--- config.mk ---
export PLATFORM = sky130hd
export DESIGN_NAME = vec_mem_sequencer
export DESIGN_NICKNAME = d
export VERILOG_FILES = /design/src/rtl/vec_mem_pkg.sv /design/src/rtl/rd_tag_pipe.sv /design/src/rtl/vec_mem_sequencer.sv
export SDC_FILE = /design/constraint.sdc
export NUM_CORES = 2
export LEC_CHECK = 0
export CAP_MARGIN = 10
export CORE_AREA = 2 2 444 446
export CTS_CLUSTER_SIZE = 8
export DETAILED_ROUTE_END_ITERATION = 10
export DIE_AREA = 0 0 446 448
export RECOVER_POWER = 100
export SLEW_MARGIN = 30
export SYNTH_ARGS = -nofsm -noshare
export SYNTH_HDL_FRONTEND = slang
export SYNTH_SLANG_ARGS = --single-unit
--- constraint.sdc ---
create_clock -name clk -period 4.45 [get_ports clk]
set_input_delay 0.445 -clock clk [delete_from_list [all_inputs] [get_ports clk]]
set_output_delay 0.445 -clock clk [all_outputs]
set_load 0.05 [all_outputs]
--- src/rtl/vec_mem_pkg.sv ---
// Shared constants and types for the vector memory sequencer.
// Element-to-lane mapping lives here so the datapath and the read-tag logic agree on it.
package vec_mem_pkg;

  localparam int LANES = 16;
  localparam int DW    = 32;
  localparam int AW    = 21;
  localparam int IDX_W = $clog2(LANES);

  typedef logic [LANES-1:0][DW-1:0] lane_vec_t;
  typedef logic [IDX_W-1:0]         lane_idx_t;

  typedef enum logic [1:0] {
    IDLE,
    ISSUE,
    DRAIN,
    DONE
  } seq_state_t;

  // Element k of a transfer occupies vector index LANES-1-k; index LANES-1 is the scalar lane.
  function automatic lane_idx_t lane_of(input lane_idx_t elem);
    return lane_idx_t'(LANES - 1) - elem;
  endfunction

endpackage

--- src/rtl/rd_tag_pipe.sv ---
// Delay line that carries {valid, element index} alongside each RAM read strobe,
// so the tag emerges in the same cycle as the matching read data.
module rd_tag_pipe
  import vec_mem_pkg::*;
#(
  parameter int RD_LAT = 1
) (
  input  logic      clk,
  input  logic      rst,
  input  logic      i_valid,
  input  lane_idx_t i_idx,
  output logic      o_valid,
  output lane_idx_t o_idx
);

  logic [RD_LAT-1:0]            r_valid;
  logic [RD_LAT-1:0][IDX_W-1:0] r_idx;

  generate
    if (RD_LAT == 1) begin : g_single
      // NOTE: sequential state uses non-blocking assignments so every stage samples pre-edge values.
      always_ff @(posedge clk or negedge rst) begin
        if (!rst) r_valid <= '0;
        else      r_valid <= i_valid;
      end

      // NOTE: only the valid bits are reset; the index payload is qualified by valid and needs no reset.
      always_ff @(posedge clk) begin
        r_idx <= i_idx;
      end
    end else begin : g_multi
      always_ff @(posedge clk or negedge rst) begin
        if (!rst) r_valid <= '0;
        else      r_valid <= {r_valid[RD_LAT-2:0], i_valid};
      end

      always_ff @(posedge clk) begin
        r_idx <= {r_idx[RD_LAT-2:0], i_idx};
      end
    end
  endgenerate

  assign o_valid = r_valid[RD_LAT-1];
  assign o_idx   = r_idx[RD_LAT-1];

endmodule

--- src/rtl/vec_mem_sequencer.sv ---
// Serialises 16-lane vector loads/stores onto a single word-wide RAM port and
// reassembles load returns into one vector; holds the core pipeline via stall.
module vec_mem_sequencer
  import vec_mem_pkg::*;
#(
  parameter int RD_LAT = 1
) (
  input  logic          clk,
  input  logic          rst,
  input  logic          req_valid,
  output logic          req_ready,
  input  logic          req_write,
  input  logic [AW-1:0] req_addr,
  input  lane_vec_t     req_wdata,
  output logic          rsp_valid,
  output lane_vec_t     rsp_rdata,
  output logic          stall,
  output logic [AW-1:0] mem_addr,
  output logic          mem_re,
  output logic          mem_we,
  output logic [DW-1:0] mem_wdata,
  input  logic [DW-1:0] mem_rdata
);

  seq_state_t    r_state, w_state_n;
  lane_idx_t     r_cnt, w_cnt_n;
  logic          w_accept;

  logic [AW-1:0] r_base;
  logic          r_write;
  lane_vec_t     r_wdata;

  logic [AW-1:0] w_base_sel;
  logic          w_write_sel;
  lane_vec_t     w_wdata_sel;

  logic          r_req_ready, w_req_ready_n;
  logic          r_stall, w_stall_n;
  logic          r_rsp_valid, w_rsp_valid_n;
  lane_vec_t     r_rsp_rdata;
  logic [AW-1:0] r_mem_addr, w_mem_addr_n;
  logic          r_mem_re, w_mem_re_n;
  logic          r_mem_we, w_mem_we_n;
  logic [DW-1:0] r_mem_wdata, w_mem_wdata_n;
  lane_idx_t     r_mem_idx;
  logic          w_issue_n;

  lane_vec_t     r_shadow, w_shadow_n;
  logic          w_cap_valid;
  lane_idx_t     w_cap_idx;
  logic          w_cap_last;

  rd_tag_pipe #(
    .RD_LAT (RD_LAT)
  ) u_rd_tag_pipe (
    .clk     (clk),
    .rst     (rst),
    .i_valid (r_mem_re),
    .i_idx   (r_mem_idx),
    .o_valid (w_cap_valid),
    .o_idx   (w_cap_idx)
  );

  assign w_cap_last = w_cap_valid && (w_cap_idx == lane_idx_t'(LANES - 1));

  always_ff @(posedge clk or negedge rst) begin
    if (!rst) r_state <= IDLE;
    else      r_state <= w_state_n;
  end

  // NOTE: every variable gets a default before the case so no path leaves a latch behind.
  always_comb begin
    w_state_n = r_state;
    w_cnt_n   = r_cnt;
    w_accept  = 1'b0;
    case (r_state)
      IDLE: begin
        if (req_valid) begin
          w_state_n = ISSUE;
          w_cnt_n   = '0;
          w_accept  = 1'b1;
        end
      end
      ISSUE: begin
        if (r_cnt == lane_idx_t'(LANES - 1)) begin
          w_state_n = r_write ? DONE : DRAIN;
          w_cnt_n   = '0;
        end else begin
          w_cnt_n = r_cnt + lane_idx_t'(1);
        end
      end
      DRAIN: begin
        if (w_cap_last) w_state_n = DONE;
      end
      DONE: begin
        w_state_n = IDLE;
      end
      default: begin
        w_state_n = IDLE;
      end
    endcase

    // Outputs are registered, so they are derived from the state being entered.
    w_base_sel    = w_accept ? req_addr  : r_base;
    w_write_sel   = w_accept ? req_write : r_write;
    w_wdata_sel   = w_accept ? req_wdata : r_wdata;
    w_issue_n     = (w_state_n == ISSUE);
    w_mem_re_n    = w_issue_n && !w_write_sel;
    w_mem_we_n    = w_issue_n && w_write_sel;
    w_mem_addr_n  = w_issue_n ? (w_base_sel + AW'(w_cnt_n)) : '0;
    w_mem_wdata_n = w_mem_we_n ? w_wdata_sel[lane_of(w_cnt_n)] : '0;
    w_rsp_valid_n = (w_state_n == DONE);
    w_stall_n     = (w_state_n != IDLE);
    w_req_ready_n = (w_state_n == IDLE);
  end

  always_comb begin
    w_shadow_n = r_shadow;
    if (w_cap_valid) w_shadow_n[lane_of(w_cap_idx)] = mem_rdata;
  end

  always_ff @(posedge clk or negedge rst) begin
    if (!rst) begin
      r_cnt       <= '0;
      r_base      <= '0;
      r_write     <= 1'b0;
      r_req_ready <= 1'b1;
      r_stall     <= 1'b0;
      r_rsp_valid <= 1'b0;
      r_rsp_rdata <= '0;
      r_mem_addr  <= '0;
      r_mem_re    <= 1'b0;
      r_mem_we    <= 1'b0;
      r_mem_wdata <= '0;
      r_mem_idx   <= '0;
    end else begin
      r_cnt       <= w_cnt_n;
      r_req_ready <= w_req_ready_n;
      r_stall     <= w_stall_n;
      r_rsp_valid <= w_rsp_valid_n;
      r_mem_addr  <= w_mem_addr_n;
      r_mem_re    <= w_mem_re_n;
      r_mem_we    <= w_mem_we_n;
      r_mem_wdata <= w_mem_wdata_n;
      r_mem_idx   <= w_cnt_n;
      if (w_accept) begin
        r_base  <= req_addr;
        r_write <= req_write;
      end
      // The last lane lands in the same cycle DONE is entered, so publish the merged shadow.
      if (r_state == DRAIN && w_state_n == DONE) r_rsp_rdata <= w_shadow_n;
    end
  end

  always_ff @(posedge clk) begin
    r_shadow <= w_shadow_n;
    if (w_accept) r_wdata <= req_wdata;
  end

  assign req_ready = r_req_ready;
  assign stall     = r_stall;
  assign rsp_valid = r_rsp_valid;
  assign rsp_rdata = r_rsp_rdata;
  assign mem_addr  = r_mem_addr;
  assign mem_re    = r_mem_re;
  assign mem_we    = r_mem_we;
  assign mem_wdata = r_mem_wdata;

endmodule

# After elaboration in Yosys (flattened, before gate mapping)
# Cells that the tools add are included.
# Widths: inputs -> output; s select.
[classes] n_addsub=4 magnitude_cmp=3 n_eq_ne=7 mux=21 reduce_logical=9
[ops] cell="$mux 512" count=2
[ops] cell="$bwmux 512" count=1
[ops] cell="$bmux 32 s4" count=1
[ops] cell="$demux 32 s4" count=1
[ops] cell="$mux 32" count=3
[ops] cell="$mux 21" count=2
[ops] cell="$add 21x4->21" count=1
[ops] cell="$lt 4x5->1 const B" count=2
[ops] cell="$eq 4x4->1 const B" count=2
[ops] cell="$mux 4" count=2
[ops] cell="$pmux 2 s4" count=1
[ops] cell="$pmux 4 s2" count=1
[ops] cell="$sub 4x4->4 const A" count=2
[ops] cell="$eq 2x2->1 const B" count=3
[ops] cell="$mux 2" count=3
[ops] cell="$logic_and 1x1->1" count=5
[ops] cell="$add 4x1->4 const B" count=1
[ops] cell="$eq 2x1->1 const B" count=2
[ops] cell="$ge 4x1->1 const B" count=1
[ops] cell="$logic_not 2->1" count=2
[ops] cell="$mux 1" count=4
[ops] cell="$reduce_bool 2->1" count=1
[ops] cell="$logic_not 1->1" count=1
[word_totals] ff_bits=1627 inputBits=569 output_inout_bits=570 word_cells=105

# Logic depth before layout (Yosys ltp)
[logic_depth] depth_word=7 ltp_mapped=16 ltp_nobuf=10

# Cells and area by module
# A second synthesis with hierarchy kept.
[unflattened] cells_unflattened=5316 hier_area_um2=60367.9
[by_module_without_submodules] module="vec_mem_sequencer" n_inst=1 cells_each=5311 area_each_um2=60262.8 seq_area_each_um2=35465.3
[by_module_without_submodules] module="rd_tag_pipe" n_inst=1 cells_each=5 area_each_um2=105.1 seq_area_each_um2=105.1

# Least setup slack after synthesis
# Ideal clock, no wire load.
[synth_timing] kind="reg2reg" startpoint="reg r_state[1]" endpoint="reg r_mem_addr[10] (netlist: mem_addr[10])" setup_ns=0.137 arrival_ns=3.542 required_ns=4.313 setup_slack_ns=0.772 stages_incl_launch_ff=16 n_path_buf=6 synth_period_minus_slack_ns=3.678 path_cell_list="dfrtp_1 buf_2 or3b_2 clkbuf_1 clkbuf_1 buf_2 buf_2 buf_1 nand2_1 nand2_1 ha_1 fa_1 and2_1 a221oi_2 or4_1 a21oi_1"
[synth_between] elab_chain_cells=5 elab_cells_between_ends=14 classes_between="add/sub: 1; eq/ne: 4; mux: 8; reduce/logical: 1"
[synth_rtl] element="from (decl)" line="vec_mem_sequencer.sv:25" source="seq_state_t r_state, w_state_n;"
[synth_rtl] element="from (signal assigned)" line="vec_mem_sequencer.sv:68" source="else r_state <= w_state_n;"
[synth_rtl] element="$logic_not 2->1" line="vec_mem_sequencer.sv:76" source="case (r_state)"
[synth_rtl] element="$mux 1" line="vec_mem_sequencer.sv:76"
[synth_rtl] element="$mux 21"
[synth_rtl] element="via w_base_sel[0]" line="vec_mem_sequencer.sv:33" source="logic [AW-1:0] w_base_sel;"
[synth_rtl] element="$add 21x4->21" line="vec_mem_sequencer.sv:110" source="w_mem_addr_n = w_issue_n ? (w_base_sel + AW'(w_cnt_n)) : '0;"
[synth_rtl] element="$mux 21" line="vec_mem_sequencer.sv:110"
[synth_rtl] element="via w_mem_addr_n[10]" line="vec_mem_sequencer.sv:41" source="logic [AW-1:0] r_mem_addr, w_mem_addr_n;"
[synth_rtl] element="to (signal assigned)" line="vec_mem_sequencer.sv:141" source="r_mem_addr <= w_mem_addr_n;"
[synth_rtl] element="to (decl)" line="vec_mem_sequencer.sv:41"
# The timed path passes the listed nets, and every way through them passes these cells.
# A chain may end at the register's enable or synchronous reset.

# Worst setup path after layout
[layout_timing] startpoint="reg r_state[0]" endpoint="reg r_mem_wdata[20] (netlist: mem_wdata[20])"
[layout_between] elab_chain_cells=6 elab_cells_between_ends=18 classes_between="add/sub: 1; eq/ne: 4; mux: 11; reduce/logical: 2"
[layout_rtl] element="$eq 2x1->1 / $logic_not 2->1 (equally long branches)" line="vec_mem_sequencer.sv:76"
[layout_rtl] element="$pmux 4 s2 / $mux 1 (equally long branches)" line="vec_mem_sequencer.sv:76"
[layout_rtl] element="$sub 4x4->4 / $mux 512 (equally long branches)" line="vec_mem_pkg.sv:22, vec_mem_sequencer.sv:106"
[layout_rtl] element="$bmux 32 s4" line="vec_mem_sequencer.sv:111" source="w_mem_wdata_n = w_mem_we_n ? w_wdata_sel[lane_of(w_cnt_n)] : '0;"
[layout_rtl] element="$mux 32 (not written as such)" line="vec_mem_sequencer.sv:111"
[layout_rtl] element="$mux 32 *" line="vec_mem_sequencer.sv:111"
[layout_rtl] element="via w_mem_wdata_n[20]" line="vec_mem_sequencer.sv:44" source="logic [DW-1:0] r_mem_wdata, w_mem_wdata_n;"
[layout_rtl] element="to (signal assigned)" line="vec_mem_sequencer.sv:144" source="r_mem_wdata <= w_mem_wdata_n;"
[layout_rtl] element="to (decl)" line="vec_mem_sequencer.sv:44"
# Mark *: on every way through the listed nets, which the timed path passes. The rest lies on a longest branch. The select of a mux whose other input is x is not followed.

==> results.py <==
metrics = {
    "global_routing": {
        "grt_max_degree": 204,
        "antenna_found_initial": 112,
        "grt_pass1_wl_um": 327000,
        "grt_overflow": 0,
        "grt_use_total": 0.227,
        "grt_pass1_vias": 44600,
    },
    "die": {
        "die_x_um": 446,
        "ios": 1139,
        "fp.coreArea_um2": 195000,
        "die_h_um": 448,
        "row_count": 162,
        "start_util": 0.310,
        "die-area_um2": 200000,
    },
    "sta": {
        "clock.fmax_mhz": 264,
        "setup_viol": 0,
        "drv_slew": 525,
        "finalHoldViolations": 0,
        "finClkSkew_ns": 0.0885,
        "relSlewSlack": -0.959,
        "finalCritPeriodShare": 0.851,
        "tightestPinTransition_ns": 2.94,
        "rsz0062_at_grt": "false",
        "min_period_ns": 3.79,
        "tns_ns": 0,
    },
    "clock_tree": {
        "cts_setup_buffers": 0,
        "cts_root_buffer": "clkbuf_16",
        "cts_buffer_depth": 3,
        "cts_max_level": 4,
        "cts_tree": "built",
        "clock_latency_ns": 0.90,
        "cts-buffers-inserted": 222,
        "path_clk_slew_ns": 0.06,
        "cts_sinks": 1627,
    },
    "yosys": {
        "ys_seq_elements": 1627,
        "synth_edf_count": 0,
        "syn-cell-area_um2": 60400,
        "async_flop_share": 0.368,
        "synth_fp_nets": 5891,
        "synthCells": 5316,
        "synthFlopType": "dfxtp_1",
        "yosys_warnings": 0,
        "synth.avg_cell_area_um2": 11.4,
        "ys_seq_area_frac": 0.589,
        "yosysUniqueCellTypes": 47,
    },
    "drt": {
        "vias": 44600,
        "met2_length_um": 116000,
        "wl_um": 235000,
        "routed.top_layer": "met5",
        "drt-met1-wl_um": 89000,
        "ant_nets": 0,
        "first_pass_iters": 7,
        "drt_iter0_drc": 2774,
        "routedWlPerCell_um": 25.6,
        "routed-wl-met3_um": 16500,
        "route.detailed.drc": 0,
        "vias_per_cell": 4.86,
    },
    "worst_setup_path": {
        "cp_max_fo": 72,
        "reg2reg_from": "r_state[0]",
        "crit_arrival_ns": 4.51,
        "r2r_slack_ns": 0.66,
        "startpoint_type": "flip-flop",
        "cp.required_ns": 5.17,
        "r2r_cells": 7,
        "worst-setup-path-type": "flip-flop to flip-flop",
        "timing.critical_path.to_type": "flip-flop",
        "crit_path_start": "r_state[0]",
    },
    "placed_design": {
        "portBuffers": 1138,
        "hpwl_um": 171000,
        "gp_congestion": 0.902,
    },
    "status": {
        "outcome": "finished with violations",
        "violations": "capacitance limit, slew limit",
    },
    "power": {
        "finalPower_uw": 55400,
        "p_leak_uw": 0.0330,
        "ir_drop_mv": 0.516,
        "power.density_nw_per_um2": 682,
    },
    "hold_path": {
        "whs_path_depth": 3,
        "hold_start": "req_addr[17]",
        "min_path_type": "primary input to flip-flop",
    },
    "layout": {
        "area_delta_synth_final_pct": 34.5,
        "final_nets": 6994,
        "layout-drive-gt1-share": 0.153,
    },
    "run": {
        "cap_violations": 12,
    },
}
## layout by cell type (no fill, tap or decap), types with 223 or more instances in the layout
cell,instances
or3_1,258
dfrtp_1,598
mux2_2,658
mux2i_1,263
clkbuf_16,223
nand2_1,1492
clkdlybuf4s50_1,554
dlygate4sd3_1,571
mux2_1,398
dfxtp_1,1028
## cell families after synthesis
kind of cell / count (synthesis) / synth area share
compound gates: 75 / 0.00964
fa+ha+maj: 6 / 0.00137
mux: 1319 / 0.241
simple gates: 1916 / 0.135
flops: 1627 / 0.589
buf+inv: 369 / 0.0232
xor+xnor: 4 / 0.000580
## state kept, by name (all words and copies together) (netlist names), 2 cells and up
signal and cells:
rsp_rdata 512, r_base 21, r_wdata 512, u_rd_tag_pipe.o_idx 4, r_mem_idx 4, mem_addr 21
r_state 2, mem_wdata 32, r_shadow 512
## report_power, final
group / internal (uW) / total [uW] / switching [uW] / leakage, uW
clock: 9320 / 15900 / 6590 / 0.00309
combinational: 7930 / 18400 / 10500 / 0.0155
sequential: 19800 / 21100 / 1290 / 0.0144
total: 37100 / 55400 / 18300 / 0.0330
## routing by layer
layer	vias to the layer above	GRT usage
li1	20200	-
met1	22300	0.254
met2	1495	0.390
met3	482	0.0662
met4	70	0.121
met5	-	0
## synth_stat cells, types with 3 or more instances
library cell | count | area, um^2
a21o_1 | 3 | 22.5
a21oi_1 | 8 | 40.0
a22o_1 | 32 | 280
a22oi_1 | 3 | 22.5
a31oi_1 | 9 | 56.3
and2_1 | 6 | 37.5
and3_1 | 8 | 50.1
and4_1 | 3 | 26.3
buf_1 | 19 | 71.3
buf_2 | 13 | 65.1
clkbuf_1 | 322 | 1210
dfrtp_1 | 598 | 15000
dfxtp_1 | 1028 | 20600
ha_1 | 5 | 62.6
inv_1 | 15 | 56.3
mux2_2 | 1056 | 11900
mux2i_1 | 263 | 2630
nand2_1 | 1492 | 5600
nand3_1 | 9 | 45.0
nand3b_1 | 4 | 30.0
nand4_1 | 68 | 425
nor2_1 | 27 | 101
nor2b_1 | 4 | 25.0
nor3_1 | 22 | 110
nor3b_1 | 7 | 52.6
o21a_1 | 4 | 30.0
o21ai_0 | 4 | 20.0
or3_1 | 259 | 1620
## what timing repair did
action,CTS,global route
gates resized for setup,0,0
hold buffers,1,0
endpoints found under the hold margin,76,0
## final timing paths
kind                                          endpoint
worst max register to register           mem_wdata[20]
worst min-delay path                        r_base[17]
worst max-delay path                     mem_wdata[20]
max in group asynchronous               rsp_rdata[147]
min in group asynchronous               rsp_rdata[120]
worst min register to register  u_rd_tag_pipe.o_idx[1]
## critical path, cell delays in order (launching register included)
cell and delay [ns]:
dfrtp_1 0.56, o21bai_1 0.24, a22oi_2 0.30, clkbuf_2 1.02, buf_4 0.77, or3_1 0.22
nand4_1 0.14, a22o_1 0.25
## final cells by class
class,count,area [um^2]
clock inverter,16,417
multi-input combinational,3320,23500
tap,2542,3180
clock buffer,365,6120
antenna,61,153
fill,18700,113000
sequential,1627,35600
inverter,15,61.3
timing repair buffer,1233,12300
## per-stage QoR
| stage | instance area (um^2) | util | hold WS (ns) | std cells | setup WS (ns) |
|---|---|---|---|---|---|
| after floorplan | 60400 | - | 0.149 | 5316 | 0.772 |
| after global placement | 74800 | 0.384 | 0.377 | 8735 | 0.715 |
| after detailed placement | 74700 | 0.384 | 0.381 | 8735 | 0.704 |
| after CTS | 81300 | 0.418 | 0.0764 | 9117 | 1.05 |
| after global routing | 81100 | 0.417 | 0.139 | 9150 | 0.469 |
| final | 81200 | 0.417 | 0.160 | 9179 | 0.662 |
Power figures use the tool's default switching activity.
